--- config.mk ---
export PLATFORM = sky130hd
export DESIGN_NAME = morse_encoder
export DESIGN_NICKNAME = d
export VERILOG_FILES = /design/src/rtl/morse_encoder.sv
export SDC_FILE = /design/constraint.sdc
export NUM_CORES = 1
export LEC_CHECK = 0
export ABC_AREA = 1
export CORE_ASPECT_RATIO = 1.4
export CORE_MARGIN = 2
export CORE_UTILIZATION = 40
export DETAILED_ROUTE_END_ITERATION = 10
export GPL_ROUTABILITY_DRIVEN = 0
export HOLD_SLACK_MARGIN = 0.15
export SYNTH_ARGS = -nofsm -noshare
export SYNTH_HDL_FRONTEND = slang
export SYNTH_SLANG_ARGS = --single-unit
--- constraint.sdc ---
create_clock -name clk -period 5.1 [get_ports clk]
set_clock_uncertainty 0.05 [all_clocks]
set_input_delay 0.51 -clock clk [delete_from_list [all_inputs] [get_ports clk]]
set_output_delay 0.51 -clock clk [all_outputs]
set_load 0.01 [all_outputs]
--- src/rtl/morse_encoder.sv ---
`default_nettype none
// ============================================================================
// Module      : morse_encoder
// Description : Serialises accepted ASCII characters into timed 2-bit
//               dit/dah/gap symbols for morse_tx. Define MORSE_DIGITS_EN to
//               add the 5-element digit codes '0'-'9'.
// Revision    : 1.0 - initial release
// ============================================================================
module morse_encoder #(
  parameter int SYM_CYCLES  = 2,
  parameter int GAP_CYCLES  = 3,
  parameter int WORD_CYCLES = 7
) (
  input  logic       clk,
  input  logic       rst,
  input  logic [7:0] char_in,
  input  logic       char_valid,
  output logic       char_ready,
  output logic [0:1] ditDah_out,
  output logic       sym_valid,
  output logic       busy,
  output logic       err_char
);

`ifdef MORSE_DIGITS_EN
  localparam int c_CW = 5;
`else
  localparam int c_CW = 4;
`endif

  localparam logic [7:0] c_SYM_LAST  = 8'(SYM_CYCLES - 1);
  localparam logic [7:0] c_GAP_LAST  = 8'(GAP_CYCLES - 1);
  localparam logic [7:0] c_WORD_LAST = 8'(WORD_CYCLES - 1);

  localparam logic [1:0] c_DIT = 2'b00;
  localparam logic [1:0] c_DAH = 2'b11;
  localparam logic [1:0] c_GAP = 2'b01;

  typedef enum logic [2:0] {
    S_IDLE = 3'd0,
    S_EMIT = 3'd1,
    S_EGAP = 3'd2,
    S_LGAP = 3'd3,
    S_WGAP = 3'd4
  } state_t;

  state_t            r_state;
  logic [7:0]        r_cnt;
  logic [c_CW-1:0]   r_code;
  logic [2:0]        r_left;
  logic [1:0]        r_dd;
  logic              r_sym_valid;
  logic              r_busy;
  logic              r_ready;
  logic              r_err;

  logic [7:0]        w_upper;
  logic [2:0]        w_len;
  logic [3:0]        w_lcode;
  logic [c_CW-1:0]   w_code;
  logic              w_supported;
  logic              w_is_space;

  // Codes are left-aligned: MSB is the first element, 1 = dah.
  always_comb begin
    w_upper = char_in;
    if (char_in >= 8'h61 && char_in <= 8'h7A) begin
      w_upper = char_in - 8'h20;
    end
    w_len   = 3'd0;
    w_lcode = 4'b0000;
    case (w_upper)
      8'h41: begin w_len = 3'd2; w_lcode = 4'b0100; end // A .-
      8'h42: begin w_len = 3'd4; w_lcode = 4'b1000; end // B -...
      8'h43: begin w_len = 3'd4; w_lcode = 4'b1010; end // C -.-.
      8'h44: begin w_len = 3'd3; w_lcode = 4'b1000; end // D -..
      8'h45: begin w_len = 3'd1; w_lcode = 4'b0000; end // E .
      8'h46: begin w_len = 3'd4; w_lcode = 4'b0010; end // F ..-.
      8'h47: begin w_len = 3'd3; w_lcode = 4'b1100; end // G --.
      8'h48: begin w_len = 3'd4; w_lcode = 4'b0000; end // H ....
      8'h49: begin w_len = 3'd2; w_lcode = 4'b0000; end // I ..
      8'h4A: begin w_len = 3'd4; w_lcode = 4'b0111; end // J .---
      8'h4B: begin w_len = 3'd3; w_lcode = 4'b1010; end // K -.-
      8'h4C: begin w_len = 3'd4; w_lcode = 4'b0100; end // L .-..
      8'h4D: begin w_len = 3'd2; w_lcode = 4'b1100; end // M --
      8'h4E: begin w_len = 3'd2; w_lcode = 4'b1000; end // N -.
      8'h4F: begin w_len = 3'd3; w_lcode = 4'b1110; end // O ---
      8'h50: begin w_len = 3'd4; w_lcode = 4'b0110; end // P .--.
      8'h51: begin w_len = 3'd4; w_lcode = 4'b1101; end // Q --.-
      8'h52: begin w_len = 3'd3; w_lcode = 4'b0100; end // R .-.
      8'h53: begin w_len = 3'd3; w_lcode = 4'b0000; end // S ...
      8'h54: begin w_len = 3'd1; w_lcode = 4'b1000; end // T -
      8'h55: begin w_len = 3'd3; w_lcode = 4'b0010; end // U ..-
      8'h56: begin w_len = 3'd4; w_lcode = 4'b0001; end // V ...-
      8'h57: begin w_len = 3'd3; w_lcode = 4'b0110; end // W .--
      8'h58: begin w_len = 3'd4; w_lcode = 4'b1001; end // X -..-
      8'h59: begin w_len = 3'd4; w_lcode = 4'b1011; end // Y -.--
      8'h5A: begin w_len = 3'd4; w_lcode = 4'b1100; end // Z --..
      default: ;
    endcase
`ifdef MORSE_DIGITS_EN
    w_code = {w_lcode, 1'b0};
    case (w_upper)
      8'h30: begin w_len = 3'd5; w_code = 5'b11111; end
      8'h31: begin w_len = 3'd5; w_code = 5'b01111; end
      8'h32: begin w_len = 3'd5; w_code = 5'b00111; end
      8'h33: begin w_len = 3'd5; w_code = 5'b00011; end
      8'h34: begin w_len = 3'd5; w_code = 5'b00001; end
      8'h35: begin w_len = 3'd5; w_code = 5'b00000; end
      8'h36: begin w_len = 3'd5; w_code = 5'b10000; end
      8'h37: begin w_len = 3'd5; w_code = 5'b11000; end
      8'h38: begin w_len = 3'd5; w_code = 5'b11100; end
      8'h39: begin w_len = 3'd5; w_code = 5'b11110; end
      default: ;
    endcase
`else
    w_code = w_lcode;
`endif
    w_supported = (w_len != 3'd0);
    w_is_space  = (char_in == 8'h20);
  end

  always_ff @(posedge clk or posedge rst) begin
    if (rst) begin
      r_state     <= S_IDLE;
      r_cnt       <= 8'd0;
      r_code      <= '0;
      r_left      <= 3'd0;
      r_dd        <= c_GAP;
      r_sym_valid <= 1'b0;
      r_busy      <= 1'b0;
      r_ready     <= 1'b1;
      r_err       <= 1'b0;
    end else begin
      r_sym_valid <= 1'b0;
      r_err       <= 1'b0;
      unique case (r_state)
        S_IDLE: begin
          if (char_valid) begin
            if (w_supported) begin
              r_state     <= S_EMIT;
              r_cnt       <= 8'd0;
              r_code      <= w_code;
              r_left      <= w_len - 3'd1;
              r_dd        <= w_code[c_CW-1] ? c_DAH : c_DIT;
              r_sym_valid <= 1'b1;
              r_busy      <= 1'b1;
              r_ready     <= 1'b0;
            end else if (w_is_space) begin
              r_state <= S_WGAP;
              r_cnt   <= 8'd0;
              r_dd    <= c_GAP;
              r_busy  <= 1'b1;
              r_ready <= 1'b0;
            end else begin
              r_err <= 1'b1;
            end
          end
        end
        S_EMIT: begin
          if (r_cnt == c_SYM_LAST) begin
            r_cnt   <= 8'd0;
            r_dd    <= c_GAP;
            r_state <= (r_left != 3'd0) ? S_EGAP : S_LGAP;
          end else begin
            r_cnt <= r_cnt + 8'd1;
          end
        end
        S_EGAP: begin
          // Shift the next element into the MSB as it starts.
          if (r_cnt == c_SYM_LAST) begin
            r_cnt       <= 8'd0;
            r_state     <= S_EMIT;
            r_code      <= r_code << 1;
            r_left      <= r_left - 3'd1;
            r_dd        <= r_code[c_CW-2] ? c_DAH : c_DIT;
            r_sym_valid <= 1'b1;
          end else begin
            r_cnt <= r_cnt + 8'd1;
          end
        end
        S_LGAP: begin
          if (r_cnt == c_GAP_LAST) begin
            r_cnt   <= 8'd0;
            r_state <= S_IDLE;
            r_busy  <= 1'b0;
            r_ready <= 1'b1;
          end else begin
            r_cnt <= r_cnt + 8'd1;
          end
        end
        S_WGAP: begin
          if (r_cnt == c_WORD_LAST) begin
            r_cnt   <= 8'd0;
            r_state <= S_IDLE;
            r_busy  <= 1'b0;
            r_ready <= 1'b1;
          end else begin
            r_cnt <= r_cnt + 8'd1;
          end
        end
        default: begin
          r_state <= S_IDLE;
          r_cnt   <= 8'd0;
          r_dd    <= c_GAP;
          r_busy  <= 1'b0;
          r_ready <= 1'b1;
        end
      endcase
    end
  end

  assign char_ready = r_ready;
  assign ditDah_out = r_dd;
  assign sym_valid  = r_sym_valid;
  assign busy       = r_busy;
  assign err_char   = r_err;

endmodule
`default_nettype wire

==> qor.csv, run 1 <==
metric,value,unit
Filler cells,522,
io pins,17,
mux contribution to synthesized area,0,%
CP Capture Type,flip-flop,
total track usage,18.25,%
status,completed,
# rows,30,
Clock Pin Slew Worst Setup and Hold Paths,0.08,ns
Synth Area in Simple Gates,43.86,%
DR iter-0 viols,89,
nets,315,
"most common cell after layout, fill and taps aside",nand2_1,
Buf/Inv on CP,2,
Synth Register Bits,23,
fraction of layout cells with a size suffix above 1,12.46,%
final hold vios,0,
Cells after Synth,282,
H-tree Lvls,1,
Adder-Cell Fraction of Synth Area,3.797,%
DRT Wirelength,4742,µm
maxcap violations,0,
Final HPWL DP,3825,µm
die area,5529,µm²
Residual DRC,0,
Synth Area in XOR/XNOR,1.772,%
CTS tree,yes,
Final min period,3.197,ns
worst min path class,reg2reg,
Post-Syn Area per Cell,7.010,µm²
Avg Vias per Cell,5.216,
most frequent cells in the layout,"nand2_1, nor2_1, inv_1",
first-pass GRT wire length,8114,µm
Final ANT Viol Nets,0,
die span in y,87.18,µm
max incr delay on CP,0.75,ns
area of the mapped netlist,1977,µm²
die width,63.42,µm
starting density of the core,41.15,%
Finished Core Util,46.25,%
Yosys cell types,36,
Max Freq,0.3128,GHz
Critical Path Source Type,primary input,
Clock Path Buffers,2,
CP Max Fanout,14,
Arrival @ worst endpoint,3.29,ns
synth warn,0,
leakage power,1.108,nW
via count,1883,
Max-Slew Margin vs Limit,39.23,%
WL/cell,13.14,µm
CTS buffer count,3,
root buf cell,clkbuf_8,
vias in the first global route,1812,
"most used cell, CP",nand2_4,
antenna fix cells,0,
IO Port Bufs,16,
Hold Buf Count CTS,0,
Worst-Margin Slew,0.9082,ns
compound-cell area share of the yosys netlist,11.90,%
total grt overflow,0,
initial antenna violation count,0,
Worst Path Required,5.20,ns
CP Cell Sequence,clkdlybuf4s50_1 -> inv_1 -> nand3_1 -> nand3_2 -> nand2_4 -> nand2_4 -> nor2_8 -> nand2_2 -> nand2_1 -> nor2_2 -> nand2_4 -> nor2_1 -> nand2_1 -> o21ai_0 -> ha_1 -> xnor2_1 -> a21oi_2,
register area share after synthesis,29.24,%
worst skew pair latency,0.26,ns
Syn-to-layout area delta,12.41,%
post-CTS sizing,0,
core area,4805,µm²
fin crit share,62.68,%
total power,0.8961,mW
CP max-delay cell,clkdlybuf4s50_1,
largest family of logic cells by synthesized area,simple AND/OR/NAND/NOR gates,
critical path class,in2reg,
Slew Limit Fails,0,
Mapped Nets,299,
final setup fails,0,
post-route setup TNS,0,ns
clock sink count,23,
DRT Pass-1 Iters,4,
RSZ-0062 raised after global routing,false,
largest net degree at the start of global routing,24,
Post-CTS Setup Bufs,0,
maximum vdd drop,0.1233,mV
pwr dens,403.2,nW/µm²
"delay-heaviest family, CP",simple AND/OR/NAND/NOR gates,
sequential cells by signal, indices dropped and copies added (netlist names):
| register | flops |
|---|---|
| ditDah_out | 2 |
| r_code | 3 |
| r_left | 3 |
| sym_valid | 1 |
| err_char | 1 |
| r_cnt | 8 |
| busy | 1 |
| char_ready | 1 |
| r_state | 3 |
power breakdown:
part,internal (mW),switching [mW],total (mW)
combinational,0.172,0.284,0.456
sequential,0.260,0.0661,0.326
clock,0.0558,0.0584,0.114
cells in the mapped netlist, drive strengths merged:
cell,number,area (µm²)
buf,5,40.04
nor4,2,12.51
o21ai,17,88.84
ha,6,75.07
clkinv,1,3.750
and2,1,6.260
dfrtp,21,525.5
a21oi,10,65.06
a21o,1,7.510
xnor2,2,17.52
nor2,51,261.5
nand3,19,115.1
nand4,20,140.1
nand2,66,290.3
xor2,2,17.52
inv,38,142.6
dfstp,2,52.55
o211ai,1,7.510
and3,1,6.260
o31ai,3,22.52
o2111ai,2,17.52
a31oi,3,18.77
a22oi,1,7.510
nor3,7,35.03
logic make-up (layout without fill, tap and decap cells):
family,count (synthesis),count (layout)
fa+ha+maj,6,6
flops,23,23
simple gates,167,167
xor+xnor,4,4
compound gates,38,38
buf+inv,44,59
worst min-delay path, stage by stage (launching register included):
cell     delay [ns]
dfstp_2        0.38
inv_1          0.04
a21oi_1        0.06
through the flow:
| stage | instances | setup slack [ns] | hold slack, ns | cell area [µm²] |
|---|---|---|---|---|
| floorplan | 282 | 2.639 | 0.4177 | 1977 |
| global placement | 357 | 1.777 | 0.4027 | 2177 |
| detailed placement | 357 | 1.667 | 0.4109 | 2177 |
| CTS | 361 | 1.927 | 0.4238 | 2222 |
| global route | 361 | 1.654 | 0.4304 | 2222 |
| finish | 361 | 1.903 | 0.4191 | 2222 |
path summary, 6_finish.rpt:
kind,startpoint,to,slack (ns),cells after the start
max,char_in[4],r_left[2],1.90,17
min,char_ready,char_ready,0.42,2
max reg2reg,r_cnt[4],r_state[0],2.74,6
min reg2reg,char_ready,char_ready,0.42,2
max in group asynchronous,rst,r_left[2],3.77,2
min in group asynchronous,rst,r_cnt[3],0.68,2
layout make-up:
cell class	count	area [µm²]	share of cell area [%]
Multi-Input combinational cell	215	1212	54.56
Tap cell	64	80.08	3.604
Sequential cell	23	578.1	26.01
Clock buffer	4	45.04	2.027
Timing Repair Buffer	16	160.2	7.207
Inverter	39	146.4	6.588
metal layers:
metal / wire [µm] / track usage, % / share of wire (%) / vias up
li1: - / - / - / 965
met1: 1937 / 19.87 / 41 / 880
met2: 2661 / 35.89 / 56 / 32
met3: 69 / 1.164 / 1.5 / 6
met4: 74 / 7.708 / 1.6 / 0
met5: 0 / 0 / 0 / -
No activity file was read; power rests on OpenSTA's default activity.
==> run 2: changes to the inputs <==
==> constraint.sdc (replaced) <==
create_clock -name clk -period 3.1 [get_ports clk]
set_clock_uncertainty 0.05 [all_clocks]
set_input_delay 0.31 -clock clk [delete_from_list [all_inputs] [get_ports clk]]
set_output_delay 0.31 -clock clk [all_outputs]
set_load 0.01 [all_outputs]
==> run 2 against run 1 <==
  * Sequential power is 66% higher
  * Final cell count is 1.4% higher
  * Worst setup slack worse by 1.5 ns
  * Design area is 1.7% higher
  * Global-route usage hardly changed
  * First-iteration DRC count is 11% lower
  * Clock power is 64% higher
  * Via count is 0.42% higher
  * Clock-buffer cell count stayed put
  * Critical path depth is 3 higher
  * Register-to-register slack worse by 2.0 ns
==> qor.csv, run 2 (synthesis results as in run 1) <==
metric,value,unit,change
total power,1.479,mW,+65%
IO Port Bufs,16,,unchanged
Avg Vias per Cell,5.167,,-0.95%
RSZ-0062 raised after global routing,false,,
post-CTS sizing,0,,unchanged
Residual DRC,0,,unchanged
Max Freq,0.3646,GHz,
via count,1891,,+0.42%
vias in the first global route,1843,,+1.7%
Final WS setup,0.3572,ns,-1.546 ns
die span in y,87.18,µm,unchanged
core area,4805,µm²,unchanged
WL/cell,12.93,µm,-1.6%
leakage power,1.133,nW,+2.3%
Filler cells,533,,+2.1%
die width,63.42,µm,unchanged
status,completed,,
met1 global-route usage,20.05,%,+0.18 points
most flop-heavy register,r_cnt,,
area taken by multi-input logic gates,1212,µm²,unchanged
worst skew pair latency,0.26,ns,about the same
Slew Limit Fails,0,,unchanged
DRT Pass-1 Iters,4,,unchanged
met3 usage,1.164,%,unchanged
Final ANT Viol Nets,0,,unchanged
Post-Place Setup Slack,0.08076,ns,-1.586 ns
final setup fails,0,,unchanged
grt peak-use layer,met2,,
Clock Path Buffers,2,,unchanged
antenna fix cells,0,,unchanged
CP Capture Type,flip-flop,,
CP max-delay cell,clkdlybuf4s50_1,,
maximum vdd drop,0.2207,mV,+79%
Clock Pin Slew Worst Setup and Hold Paths,0.09,ns,about the same
largest net degree at the start of global routing,24,,unchanged
Post-DP Area,2215,µm²,+1.7%
Final HPWL DP,3806,µm,-0.50%
starting density of the core,41.15,%,unchanged
pwr dens,654.3,nW/µm²,+62%
CTS tree,yes,,
fraction of layout cells with a size suffix above 1,13.91,%,+1.4 points
max incr delay on CP,0.47,ns,-0.28 ns
Syn-to-layout area delta,14.30,%,
Critical Path Source Type,primary input,,
H-tree Lvls,1,,unchanged
io pins,17,,unchanged
first-pass GRT wire length,8197,µm,+1.0%
Finished Core Util,47.03,%,+0.78 points
nets,320,,+1.6%
post-route setup TNS,0,ns,unchanged
Post-CTS Setup Bufs,0,,unchanged
fin crit share,88.48,%,
DR iter-0 viols,79,,-11%
initial antenna violation count,0,,unchanged
total track usage,18.26,%,about the same
clock sink count,23,,unchanged
maxcap violations,0,,unchanged
Max-Slew Margin vs Limit,39.21,%,about the same
"most common cell after layout, fill and taps aside",nand2_1,,
FF/Latch Area,578.1,µm²,unchanged
die area,5529,µm²,unchanged
Largest register FFs,8,,unchanged
most frequent cells in the layout,"nand2_1, nor2_1, inv_1",,
worst min path class,reg2reg,,
root buf cell,clkbuf_8,,
final hold vios,0,,unchanged
Arrival @ worst endpoint,2.84,ns,-0.45 ns
total grt overflow,0,,unchanged
DRT Wirelength,4732,µm,-0.21%
CTS buffer count,3,,unchanged
Worst Path Required,3.19,ns,-2.01 ns
CP Max Fanout,14,,unchanged
M2 GR Usage,35.31,%,-0.57 points
critical path class,in2reg,,
Final min period,2.743,ns,
post-route cell area,2260,µm²,+1.7%
CP Cell Sequence,clkdlybuf4s50_1 -> inv_1 -> ha_1 -> inv_1 -> nand2_1 -> nor2_1 -> nand3_2 -> nand2_4 -> nand2_4 -> nor2_8 -> nand2_2 -> nand2_1 -> nor2_2 -> nand2_4 -> nor2_1 -> nand2_1 -> o21ai_0 -> ha_1 -> xnor2_1 -> a21oi_2,,
Hold Buf Count CTS,0,,unchanged
Worst-Margin Slew,0.9108,ns,+0.002553 ns
# rows,30,,unchanged
[run 2: cell types whose count changed in the layout (fill, tap and decap cells not counted)]
cell,before,now
buf_4,0,5
[run 2: layer usage]
metal | up-vias | share of wire, %
li1 | 976 | -
met1 | 855 | 40
met2 | 46 | 55
met3 | 14 | 2.2
met4 | 0 | 3.5
met5 | - | 0
[run 2: power breakdown]
group	internal (mW)	leakage (nW)	total, mW	switching (mW)
registers	0.427	0.289	0.541	0.114
clock network	0.0915	0.0228	0.187	0.0955
logic	0.289	0.821	0.750	0.461
total	0.808	1.13	1.48	0.671
[run 2: metrics by stage]
step / cells / hold WS, ns
floorplan: 282 / 0.2604
global placement: 362 / 0.4006
detailed placement: 362 / 0.4105
CTS: 366 / 0.4251
global route: 366 / 0.4455
finish: 366 / 0.4177
[run 2: worst max-delay path: cells and delay by family]
kind | cells | cell delay, ns
AO/OA/AOI/OAI | 2 | 0.19
XOR/XNOR | 1 | 0.18
adder cells (fa/ha/maj) | 2 | 0.49
buffers and inverters | 3 | 0.56
AND/OR/NAND/NOR | 12 | 1.09
[run 2: final cells by class]
type | count | share of cell area, %
clock buffers | 4 | 1.993
inverters | 39 | 6.478
well taps | 64 | 3.544
flip-flops and latches | 23 | 25.58
repair buffers | 21 | 8.749
multi-input cells | 215 | 53.65
[run 2: final timing paths]
| kind | startpoint | endpoint | slack [ns] | cells after the start |
|---|---|---|---|---|
| max in group asynchronous | rst | r_cnt[5] | 1.94 | 2 |
| hold reg to reg | char_ready | char_ready | 0.42 | 2 |
| setup reg to reg | r_cnt[4] | r_state[1] | 0.77 | 6 |
| setup / recovery | char_in[5] | r_left[2] | 0.36 | 20 |
| hold / removal | char_ready | char_ready | 0.42 | 2 |
| min in group asynchronous | rst | r_cnt[2] | 0.50 | 2 |
